$ cat src/rtl/dmem_pkg.sv
// -----------------------------------------------------------------------------
// dmem_pkg
// Shared definitions for the data-memory unit and the processor it serves:
//   - default address/data widths (match the processor lw_address / regfile)
//   - FSM state encoding for dmem_unit
//   - preload operand constants and a lookup helper used by dmem_array
// -----------------------------------------------------------------------------
package dmem_pkg;

  localparam int DMEM_ADDR_W = 8;
  localparam int DMEM_DATA_W = 8;

  // Program operands present in storage after every reset.
  localparam logic [7:0] DMEM_INIT0 = 8'hEC;  // -20
  localparam logic [7:0] DMEM_INIT1 = 8'h0A;  //  10
  localparam logic [7:0] DMEM_INIT2 = 8'h02;  //   2

  typedef enum logic [1:0] {
    S_IDLE   = 2'd0,
    S_WAIT   = 2'd1,
    S_ACCESS = 2'd2,
    S_RESP   = 2'd3
  } dmem_state_e;

  // Reset value of storage word idx.
  function automatic logic [7:0] dmem_init_word(input int idx);
    case (idx)
      0:       return DMEM_INIT0;
      1:       return DMEM_INIT1;
      2:       return DMEM_INIT2;
      default: return 8'h00;
    endcase
  endfunction

endpackage

$ cat src/rtl/dmem_array.sv
// -----------------------------------------------------------------------------
// dmem_array
// Resettable DEPTH x DATA_W storage, preloaded on reset from dmem_pkg.
// One synchronous write port, one combinational read port (the caller
// registers the read data).
// Ports:
//   clk      in   clock, posedge
//   rst_n    in   asynchronous active-low reset (restores preload values)
//   we_i     in   write enable
//   waddr_i  in   write word index
//   wdata_i  in   write data
//   raddr_i  in   read word index
//   rdata_o  out  read data (0 for an index with no storage word behind it)
// -----------------------------------------------------------------------------
module dmem_array
  import dmem_pkg::*;
#(
  parameter int DEPTH  = 16,
  parameter int DATA_W = 8,
  parameter int IDX_W  = 4
) (
  input  logic              clk,
  input  logic              rst_n,
  input  logic              we_i,
  input  logic [IDX_W-1:0]  waddr_i,
  input  logic [DATA_W-1:0] wdata_i,
  input  logic [IDX_W-1:0]  raddr_i,
  output logic [DATA_W-1:0] rdata_o
);

  // Words live in per-index registers so each has its own reset value;
  // they are gathered into one flat vector for the read mux.
  logic [DEPTH*DATA_W-1:0] mem_flat;

  generate
    for (genvar gi = 0; gi < DEPTH; gi++) begin : g_word
      localparam logic [DATA_W-1:0] INIT = DATA_W'(dmem_init_word(gi));
      logic [DATA_W-1:0] word_q;

      always_ff @(posedge clk or negedge rst_n) begin
        if (!rst_n) begin
          word_q <= INIT;
        end else if (we_i && (waddr_i == IDX_W'(gi))) begin
          word_q <= wdata_i;
        end
      end

      assign mem_flat[gi*DATA_W +: DATA_W] = word_q;
    end
  endgenerate

  // Compare-based mux so a non-power-of-2 DEPTH never indexes past the end.
  always_comb begin
    rdata_o = '0;
    for (int i = 0; i < DEPTH; i++) begin
      if (raddr_i == IDX_W'(i)) begin
        rdata_o = mem_flat[i*DATA_W +: DATA_W];
      end
    end
  end

endmodule

$ cat src/rtl/dmem_unit.sv
// -----------------------------------------------------------------------------
// dmem_unit
// Multi-cycle data memory behind the processor memory stage. Serves one
// lw/sw at a time: IDLE -> WAIT (LATENCY cycles) -> ACCESS -> RESP.
// Optional build macro: DMEM_BOUNDS_CHECK_EN
//   defined   : req_addr >= DEPTH gives resp_err=1, no write, rdata 0
//   undefined : address wraps modulo DEPTH (DEPTH must be a power of 2),
//               resp_err is constant 0
// Ports:
//   clk           in   clock, posedge
//   rst_n         in   asynchronous active-low reset
//   req_valid_i   in   request present
//   req_ready_o   out  request accepted this cycle if valid (IDLE only)
//   req_we_i      in   1 = store, 0 = load
//   req_addr_i    in   word address
//   req_wdata_i   in   store data
//   resp_valid_o  out  response present (held until consumed)
//   resp_ready_i  in   response consumed
//   resp_rdata_o  out  load data, 0 for stores
//   resp_err_o    out  address error
// -----------------------------------------------------------------------------
module dmem_unit
  import dmem_pkg::*;
#(
  parameter int ADDR_W  = DMEM_ADDR_W,
  parameter int DATA_W  = DMEM_DATA_W,
  parameter int DEPTH   = 16,
  parameter int LATENCY = 2
) (
  input  logic              clk,
  input  logic              rst_n,
  input  logic              req_valid_i,
  output logic              req_ready_o,
  input  logic              req_we_i,
  input  logic [ADDR_W-1:0] req_addr_i,
  input  logic [DATA_W-1:0] req_wdata_i,
  output logic              resp_valid_o,
  input  logic              resp_ready_i,
  output logic [DATA_W-1:0] resp_rdata_o,
  output logic              resp_err_o
);

  localparam int IDX_W = (DEPTH > 1) ? $clog2(DEPTH) : 1;
  localparam logic [3:0] WAIT_INIT = (LATENCY > 0) ? 4'(LATENCY - 1) : 4'd0;

  dmem_state_e       state_q, state_d;
  logic [3:0]        wait_cnt_q, wait_cnt_d;
  logic              we_q, we_d;
  logic [ADDR_W-1:0] addr_q, addr_d;
  logic [DATA_W-1:0] wdata_q, wdata_d;
  logic              resp_valid_q, resp_valid_d;
  logic [DATA_W-1:0] resp_rdata_q, resp_rdata_d;
  logic              resp_err_q, resp_err_d;

  logic              in_range;
  logic              mem_we;
  logic [DATA_W-1:0] mem_rdata;

`ifdef DMEM_BOUNDS_CHECK_EN
  // One extra bit so DEPTH == 2**ADDR_W is representable.
  localparam logic [ADDR_W:0] DEPTH_L = (ADDR_W+1)'(DEPTH);
  assign in_range = ({1'b0, addr_q} < DEPTH_L);
`else
  // Only the low index bits select a word; the rest wrap away.
  logic unused_addr_hi;
  assign unused_addr_hi = ^addr_q;
  assign in_range       = 1'b1;
`endif

  dmem_array #(
    .DEPTH  (DEPTH),
    .DATA_W (DATA_W),
    .IDX_W  (IDX_W)
  ) u_array (
    .clk     (clk),
    .rst_n   (rst_n),
    .we_i    (mem_we),
    .waddr_i (addr_q[IDX_W-1:0]),
    .wdata_i (wdata_q),
    .raddr_i (addr_q[IDX_W-1:0]),
    .rdata_o (mem_rdata)
  );

  always_ff @(posedge clk or negedge rst_n) begin
    if (!rst_n) begin
      state_q      <= S_IDLE;
      wait_cnt_q   <= 4'd0;
      we_q         <= 1'b0;
      addr_q       <= '0;
      wdata_q      <= '0;
      resp_valid_q <= 1'b0;
      resp_rdata_q <= '0;
      resp_err_q   <= 1'b0;
    end else begin
      state_q      <= state_d;
      wait_cnt_q   <= wait_cnt_d;
      we_q         <= we_d;
      addr_q       <= addr_d;
      wdata_q      <= wdata_d;
      resp_valid_q <= resp_valid_d;
      resp_rdata_q <= resp_rdata_d;
      resp_err_q   <= resp_err_d;
    end
  end

  always_comb begin
    state_d      = state_q;
    wait_cnt_d   = wait_cnt_q;
    we_d         = we_q;
    addr_d       = addr_q;
    wdata_d      = wdata_q;
    resp_valid_d = resp_valid_q;
    resp_rdata_d = resp_rdata_q;
    resp_err_d   = resp_err_q;
    mem_we       = 1'b0;

    case (state_q)
      S_IDLE: begin
        if (req_valid_i) begin
          we_d       = req_we_i;
          addr_d     = req_addr_i;
          wdata_d    = req_wdata_i;
          wait_cnt_d = WAIT_INIT;
          state_d    = (LATENCY > 0) ? S_WAIT : S_ACCESS;
        end
      end

      S_WAIT: begin
        if (wait_cnt_q == 4'd0) begin
          state_d = S_ACCESS;
        end else begin
          wait_cnt_d = wait_cnt_q - 4'd1;
        end
      end

      S_ACCESS: begin
        mem_we       = we_q && in_range;
        resp_rdata_d = (we_q || !in_range) ? '0 : mem_rdata;
        resp_err_d   = !in_range;
        resp_valid_d = 1'b1;
        state_d      = S_RESP;
      end

      S_RESP: begin
        if (resp_ready_i) begin
          resp_valid_d = 1'b0;
          state_d      = S_IDLE;
        end
      end

      default: state_d = S_IDLE;
    endcase
  end

  // Ready is a pure state decode, so a retiring response and a new
  // acceptance can never share a cycle.
  assign req_ready_o  = (state_q == S_IDLE);
  assign resp_valid_o = resp_valid_q;
  assign resp_rdata_o = resp_rdata_q;
  assign resp_err_o   = resp_err_q;

endmodule
$ cat config.mk
export PLATFORM = sky130hd
export DESIGN_NAME = dmem_unit
export DESIGN_NICKNAME = d
export VERILOG_FILES = /design/src/rtl/dmem_pkg.sv /design/src/rtl/dmem_array.sv /design/src/rtl/dmem_unit.sv
export SDC_FILE = /design/constraint.sdc
export NUM_CORES = 1
export LEC_CHECK = 0
export CELL_PAD_IN_SITES_DETAIL_PLACEMENT = 1
export CELL_PAD_IN_SITES_GLOBAL_PLACEMENT = 1
export CORE_MARGIN = 5
export CORE_UTILIZATION = 50
export CTS_CLUSTER_DIAMETER = 40
export CTS_CLUSTER_SIZE = 12
export DETAILED_ROUTE_END_ITERATION = 6
export GPL_ROUTABILITY_DRIVEN = 0
export GPL_TIMING_DRIVEN = 1
export HOLD_SLACK_MARGIN = 0.12
export PLACE_DENSITY = 0.9
export SYNTH_ARGS = -nofsm -noshare
export SYNTH_HDL_FRONTEND = slang
export SYNTH_SLANG_ARGS = --single-unit
export TNS_END_PERCENT = 30
$ cat constraint.sdc
create_clock -name clk -period 3.99 [get_ports clk]
set_clock_uncertainty 0.2 [all_clocks]
set_input_delay 0.798 -clock clk [delete_from_list [all_inputs] [get_ports clk]]
set_output_delay 0.798 -clock clk [all_outputs]
set_load 0.1 [all_outputs]
==> qor.yml, run 1 <==
sta:
  fin_ws_ps: 827
  hold_viol: 0
  rsz0062_at_grt: "false"
  fin_crit_sh: 0.793
  worst_pin_slew_ps: 1040
  setup_viol: 0
  tns_ps: 0
  slew_violations: 0
  slew_headroom: 0.306
  post-route-min-period_ps: 3160
  fmax_ghz: 0.316
clocking:
  clock-root-buffer: "clkbuf_16"
  holdBufCountCts: 0
  clk_pin_slew_ps: 60
  cts_resized: 0
  cts.sinks: 156
  ctsLongestPathBuffers: 2
  postCtsSetupRepairBufs: 0
  cts_buffers: 17
  insertion_delay_ps: 440
  cts_tree: "built"
  htree_levels: 4
logic_synthesis:
  synth_top_area_share: 0.478
  synth_most_common_cell: "dfrtp_1"
  synth_edf_count: 0
  syn_avg_cell_area_um2: 11.9
  synthFlopType: "dfrtp_1"
  seq_area_frac_synth: 0.505
  synthesis.nets: 679
  netlist_top_cells_area: "dfrtp_1 48%, mux2_2 20%, dfstp_2 2.7%"
  synth_cell_types: 66
  async_reset_ff_frac: 1.00
  syn_area_um2: 7740
  yosys-top-cells-count: "148 x dfrtp_1, 136 x mux2_2, 41 x o21ai_0"
  yosys.area.top_type: "dfrtp_1"
  synth_warnings: 0
  synth_cells: 652
  ys_ff_latch: 156
power_and_ir_drop:
  p_leak_nw: 3.95
  pwr-share-comb: 0.393
  power_frac_seq: 0.385
  internal-power_mw: 4.51
  power_switching_mw: 3.31
  peakVddDrop_uv: 604
  pwr-share-clk: 0.223
  total_power_mw: 7.81
  sw_frac_of_total: 0.423
  p_per_area_nw_per_um2: 895
finish:
  drive_above_1_share: 0.318
  final_nets: 693
  area_growth_pct: 12.7
  fillCellCount: 1557
  instances_no_fill: 867
  utilization: 0.574
  antenna_cells: 0
min_path:
  hp-class: "in2async"
route:
  vias: 5693
  antenna_left: 0
  routed_wl_um: 23000
  post-route-drc-count: 0
  routed_via_density: 6.57
  drt-initial-drc-count: 430
  post_drt_wl_per_cell_um: 26.5
  dr.pass1.iters: 5
setup_path:
  reg2regPathDepth: 4
  critical_path_required_ps: 4110
  critPathLaunchType: "register"
  crit_path_end_kind: "register"
  path_class: "reg2reg"
  reg2reg_from: "addr_q[1]"
  cp_max_fo: 25
  worst_r2r_endpoint: "u_array.g_word[15].word_q[7]"
  cp.arrival_ps: 3280
  r2r_slack_ps: 830
global_routing:
  grt_pass1_wl_um: 36300
  grt_antenna_before_repair: 0
  globalRouteOverflowTotal: 0
  grt_start_max_net_pins: 111
  grt.total_usage: 0.263
  grt_pass1_vias: 6303
floorplanning:
  rows: 45
  io-pin-count: 32
  fp.dieH_um: 134
  start_util: 0.509
  coreArea_um2: 15200
  die_w_um: 134
  die_area_um2: 18100
run_status:
  outcome: "finished, final reports clean"
job:
  max_cap_viol_count: 0
placed_design:
  numPlacedInstances: 835
  dpl.hpwl_um: 15000
  preCtsSetupSlack_ps: 964
  io_buffers: 26
[cells by family (layout without fill, tap and decap cells)]
logic type / after synthesis / count (layout) / share of synthesized area
buf+inv: 54 / 81 / 0.0355
other cells: 1 / 1 / 0.000484
fa+ha+maj: 6 / 6 / 0.00969
mux: 157 / 157 / 0.232
simple gates: 136 / 136 / 0.0982
compound gates: 142 / 142 / 0.119
flops: 156 / 156 / 0.505
[sequential cells by signal, indices dropped and copies added (netlist names)]
signal                 count
we_q                       1
state_q                    2
addr_q                     4
u_array.g_word.word_q    128
resp_valid_o               1
resp_rdata_o               8
wait_cnt_q                 4
wdata_q                    8
[per-stage QoR]
stage          hold slack [ps]  area, um2
2_1_floorplan              245       7740
3_3_place_gp               261       8100
3_5_place_dp               280       8100
4_1_cts                    295       8730
5_1_grt                    315       8730
6_report                   285       8730
[cells in the final DEF (no fill, tap or decap), types with 10 or more instances in the layout]
| master | Yosys | routed |
|---|---|---|
| clkdlybuf4s50_1 | 0 | 24 |
| dfrtp_1 | 148 | 147 |
| o21ai_0 | 41 | 41 |
| mux2_2 | 136 | 136 |
| a21oi_1 | 32 | 32 |
| nor3_1 | 10 | 10 |
| inv_1 | 11 | 11 |
| nand2_1 | 38 | 38 |
| mux2i_1 | 11 | 11 |
| clkbuf_16 | 0 | 17 |
| buf_4 | 3 | 10 |
| nor2_1 | 28 | 28 |
| o22ai_1 | 11 | 11 |
[power groups by stage]
stage	clock, mW	sequential (mW)	combinational [mW]
3_5_place_dp	0	2.99	2.97
6_report	1.74	3.00	3.07
4_1_cts	1.75	2.98	3.04
2_1_floorplan	0	2.80	2.16
5_1_grt	1.83	3.06	3.26
3_3_place_gp	0	2.90	2.77
[worst max-delay path by stage]
stage | slack (ps) | depth (start not counted) | startpoint | to
global placement | 1120 | 4 | addr_q[1] | u_array.g_word[15].word_q[4]
CTS | 860 | 4 | addr_q[1] | u_array.g_word[15].word_q[7]
finish | 830 | 4 | addr_q[1] | u_array.g_word[15].word_q[7]
detailed placement | 960 | 4 | addr_q[1] | u_array.g_word[15].word_q[7]
floorplan | 1430 | 5 | state_q[0] | addr_q[0]
global route | 790 | 4 | addr_q[1] | u_array.g_word[15].word_q[7]
[worst max-delay path: stages, from the launching register on]
cell and delay (ps):
dfrtp_1 950, buf_4 280, nand4_1 510, nor2_2 660, mux2_2 420
[layer usage]
| layer | part of all wire | track usage |
|---|---|---|
| met4 | 0.033 | 0.117 |
| met5 | 0 | 0 |
| met2 | 0.51 | 0.446 |
| met1 | 0.40 | 0.322 |
| met3 | 0.055 | 0.0618 |
[layout make-up]
type | instances | area [um2] | share of cell area
Timing Repair Buffer | 36 | 347 | 0.0397
Clock buffer | 20 | 457 | 0.0523
Multi-Input combinational cell | 442 | 3550 | 0.407
Inverter | 13 | 48.8 | 0.00559
Sequential cell | 156 | 3920 | 0.449
Clock inverter | 12 | 170 | 0.0195
Tap cell | 188 | 235 | 0.0270
(Power assumes the default switching activity.)
==> inputs of run 2 (changes only) <==
--- a/config.mk
+++ b/config.mk
@@ -8,14 +8,14 @@
 export CELL_PAD_IN_SITES_DETAIL_PLACEMENT = 1
 export CELL_PAD_IN_SITES_GLOBAL_PLACEMENT = 1
 export CORE_MARGIN = 5
-export CORE_UTILIZATION = 50
+export CORE_UTILIZATION = 45
 export CTS_CLUSTER_DIAMETER = 40
 export CTS_CLUSTER_SIZE = 12
 export DETAILED_ROUTE_END_ITERATION = 6
 export GPL_ROUTABILITY_DRIVEN = 0
 export GPL_TIMING_DRIVEN = 1
 export HOLD_SLACK_MARGIN = 0.12
-export PLACE_DENSITY = 0.9
+export PLACE_DENSITY = 0.86
 export SYNTH_ARGS = -nofsm -noshare
 export SYNTH_HDL_FRONTEND = slang
 export SYNTH_SLANG_ARGS = --single-unit
==> constraint.sdc (replaced) <==
create_clock -name clk -period 2.9 [get_ports clk]
set_clock_uncertainty 0.2 [all_clocks]
set_input_delay 0.58 -clock clk [delete_from_list [all_inputs] [get_ports clk]]
set_output_delay 0.58 -clock clk [all_outputs]
set_load 0.1 [all_outputs]
==> run 2 against run 1 <==
Compared with the run above: power up 40%; via count grew 0.30%; setup slack lost 440 ps; maximum frequency up 26%; register-to-register slack worse by 440 ps; critical path type unchanged; critical endpoint is now u_array.g_word[14].word_q[5]; highest routed layer unchanged.
==> qor.yml, run 2 (synthesized netlist as in run 1, its figures left out) <==
run_status:
  outcome: "finished, final reports clean"
power_and_ir_drop:
  sw_frac_of_total: 0.419
  peakVddDrop_uv: 762
  total_power_mw: 11.0
  power_frac_seq: 0.375
  internal-power_mw: 6.37
  pwr-share-comb: 0.409
  p_per_area_nw_per_um2: 1220
  p_leak_nw: 4.08
  pwr-share-clk: 0.216
  power_switching_mw: 4.59
clocking:
  htree_levels: 4
  cts_buffers: 17
  clk_pin_slew_ps: 70
  insertion_delay_ps: 440
  cts.sinks: 156
  postCtsSetupRepairBufs: 0
  clock-root-buffer: "clkbuf_16"
  cts_tree: "built"
  ctsLongestPathBuffers: 2
sta:
  rsz0062_at_grt: "false"
  tns_ps: 0
  fmax_ghz: 0.398
  hold_viol: 0
  worst_pin_slew_ps: 849
  post-route-min-period_ps: 2510
  slew_headroom: 0.434
  slew_violations: 0
  setup_viol: 0
  holdWs_ps: 293
  fin_crit_sh: 0.866
setup_path:
  cp.arrival_ps: 2630
  cp_common_cell: "buf_4"
  crit_path_end_kind: "register"
  critPathMaxStageDelay_ps: 730
  cp_max_fo: 20
  crit_chain: "buf_4 > nand2b_1 > buf_4 > nor3_4 > mux2_2"
  critPathLaunchType: "register"
  critical_path_required_ps: 3020
  path_class: "reg2reg"
  slowest_stage: "dfrtp_1"
finish:
  final_nets: 721
  area_growth_pct: 15.6
  final_common_cell: "dfrtp_1"
  regMostFlops: "u_array.g_word.word_q"
  antenna_cells: 0
  multi_input_area_um2: 3550
  utilization: 0.523
  drive_above_1_share: 0.355
  fillCellCount: 1775
  regArea_um2: 3920
  largest_reg_flops: 128
  most-common-layout-cells: "147 x dfrtp_1, 136 x mux2_2, 46 x buf_4, 41 x o21ai_0, 38 x nand2_1"
global_routing:
  grt_start_max_net_pins: 69
  grt_pass1_vias: 6413
  grt_pass1_wl_um: 36800
  grt.total_usage: 0.242
  globalRouteOverflowTotal: 0
  grt_antenna_before_repair: 0
floorplanning:
  rows: 48
  start_util: 0.452
  io-pin-count: 32
  die_area_um2: 19900
  fp.dieH_um: 141
  die_w_um: 141
  coreArea_um2: 17100
route:
  post-route-drc-count: 0
  post_drt_wl_per_cell_um: 24.7
  antenna_left: 0
  top_layer_used: "met4"
  drt-initial-drc-count: 460
  routed_wl_um: 23000
  wl_met1_um: 9360
  wl_met3_um: 1360
  met2_length_um: 11300
  routed_via_density: 6.13
  dr.pass1.iters: 5
  vias: 5710
min_path:
  hp-class: "reg2reg"
placed_design:
  io_buffers: 26
  dpl.hpwl_um: 15600
job:
  max_cap_viol_count: 0
run 2: cell types whose count changed in the layout (fill, tap and decap cells not counted):
cell	previous run	this run
clkinv_4	2	1
clkbuf_1	1	2
dlygate4sd3_1	0	1
clkbuf_8	2	1
buf_4	10	46
clkinv_2	5	4
clkinvlp_4	1	3
clkdlybuf4s50_1	24	15
run 2: worst max-delay path: cells and delay by family, from the launching register on:
kind,cells,cell delay [ps]
and+or+nand+nor,2,550
DFF,1,730
muxes,1,410
buffers and inverters,2,480
run 2: per-stage QoR:
step,cell area [um2],worst slack (ps),instances
after floorplan,7740,341,652
final,8950,388,932
after global placement,8330,475,899
after CTS,8950,393,932
after detailed placement,8330,416,899
after global routing,8950,268,932
run 2: timing repair:
action | CTS | global route
endpoints found under the hold margin | 64 | 0
endpoints found under the setup margin | 0 | 0
hold buffers | 1 | 0
resized for setup | 0 | 0
run 2: layout make-up:
cell class	count	area share
sequential	156	0.437
inverter	13	0.00545
clock buffer	20	0.0499
multi-input combinational	442	0.397
timing repair buffer	64	0.0599
tap	225	0.0314
clock inverter	12	0.0191
run 2: power groups by stage:
| stage | Combinational, mW | Sequential, mW | Clock (mW) |
|---|---|---|---|
| 2_1_floorplan | 2.97 | 3.85 | 0 |
| 3_3_place_gp | 4.12 | 3.98 | 0 |
| 3_5_place_dp | 4.34 | 4.09 | 0 |
| 4_1_cts | 4.44 | 4.07 | 2.39 |
| 5_1_grt | 4.80 | 4.19 | 2.49 |
| 6_report | 4.47 | 4.11 | 2.37 |
run 2: metal layers:
metal  up-vias  track usage
met5         -            0
met3        76       0.0682
li1       2463            -
met2       217        0.399
met4         0        0.117
met1      2954        0.292
run 2: path summary, 6_finish.rpt:
check,end,from,depth (start not counted),slack [ps]
worst min register to register,wait_cnt_q[3],wait_cnt_q[3],1,290
worst min-delay path,wait_cnt_q[3],wait_cnt_q[3],1,290
max in group asynchronous,u_array.g_word[9].word_q[6],rst_n,3,1220
min in group asynchronous,u_array.g_word[11].word_q[4],rst_n,2,510
worst max-delay path,u_array.g_word[14].word_q[5],addr_q[1],5,390
worst max register to register,u_array.g_word[14].word_q[5],addr_q[1],5,390
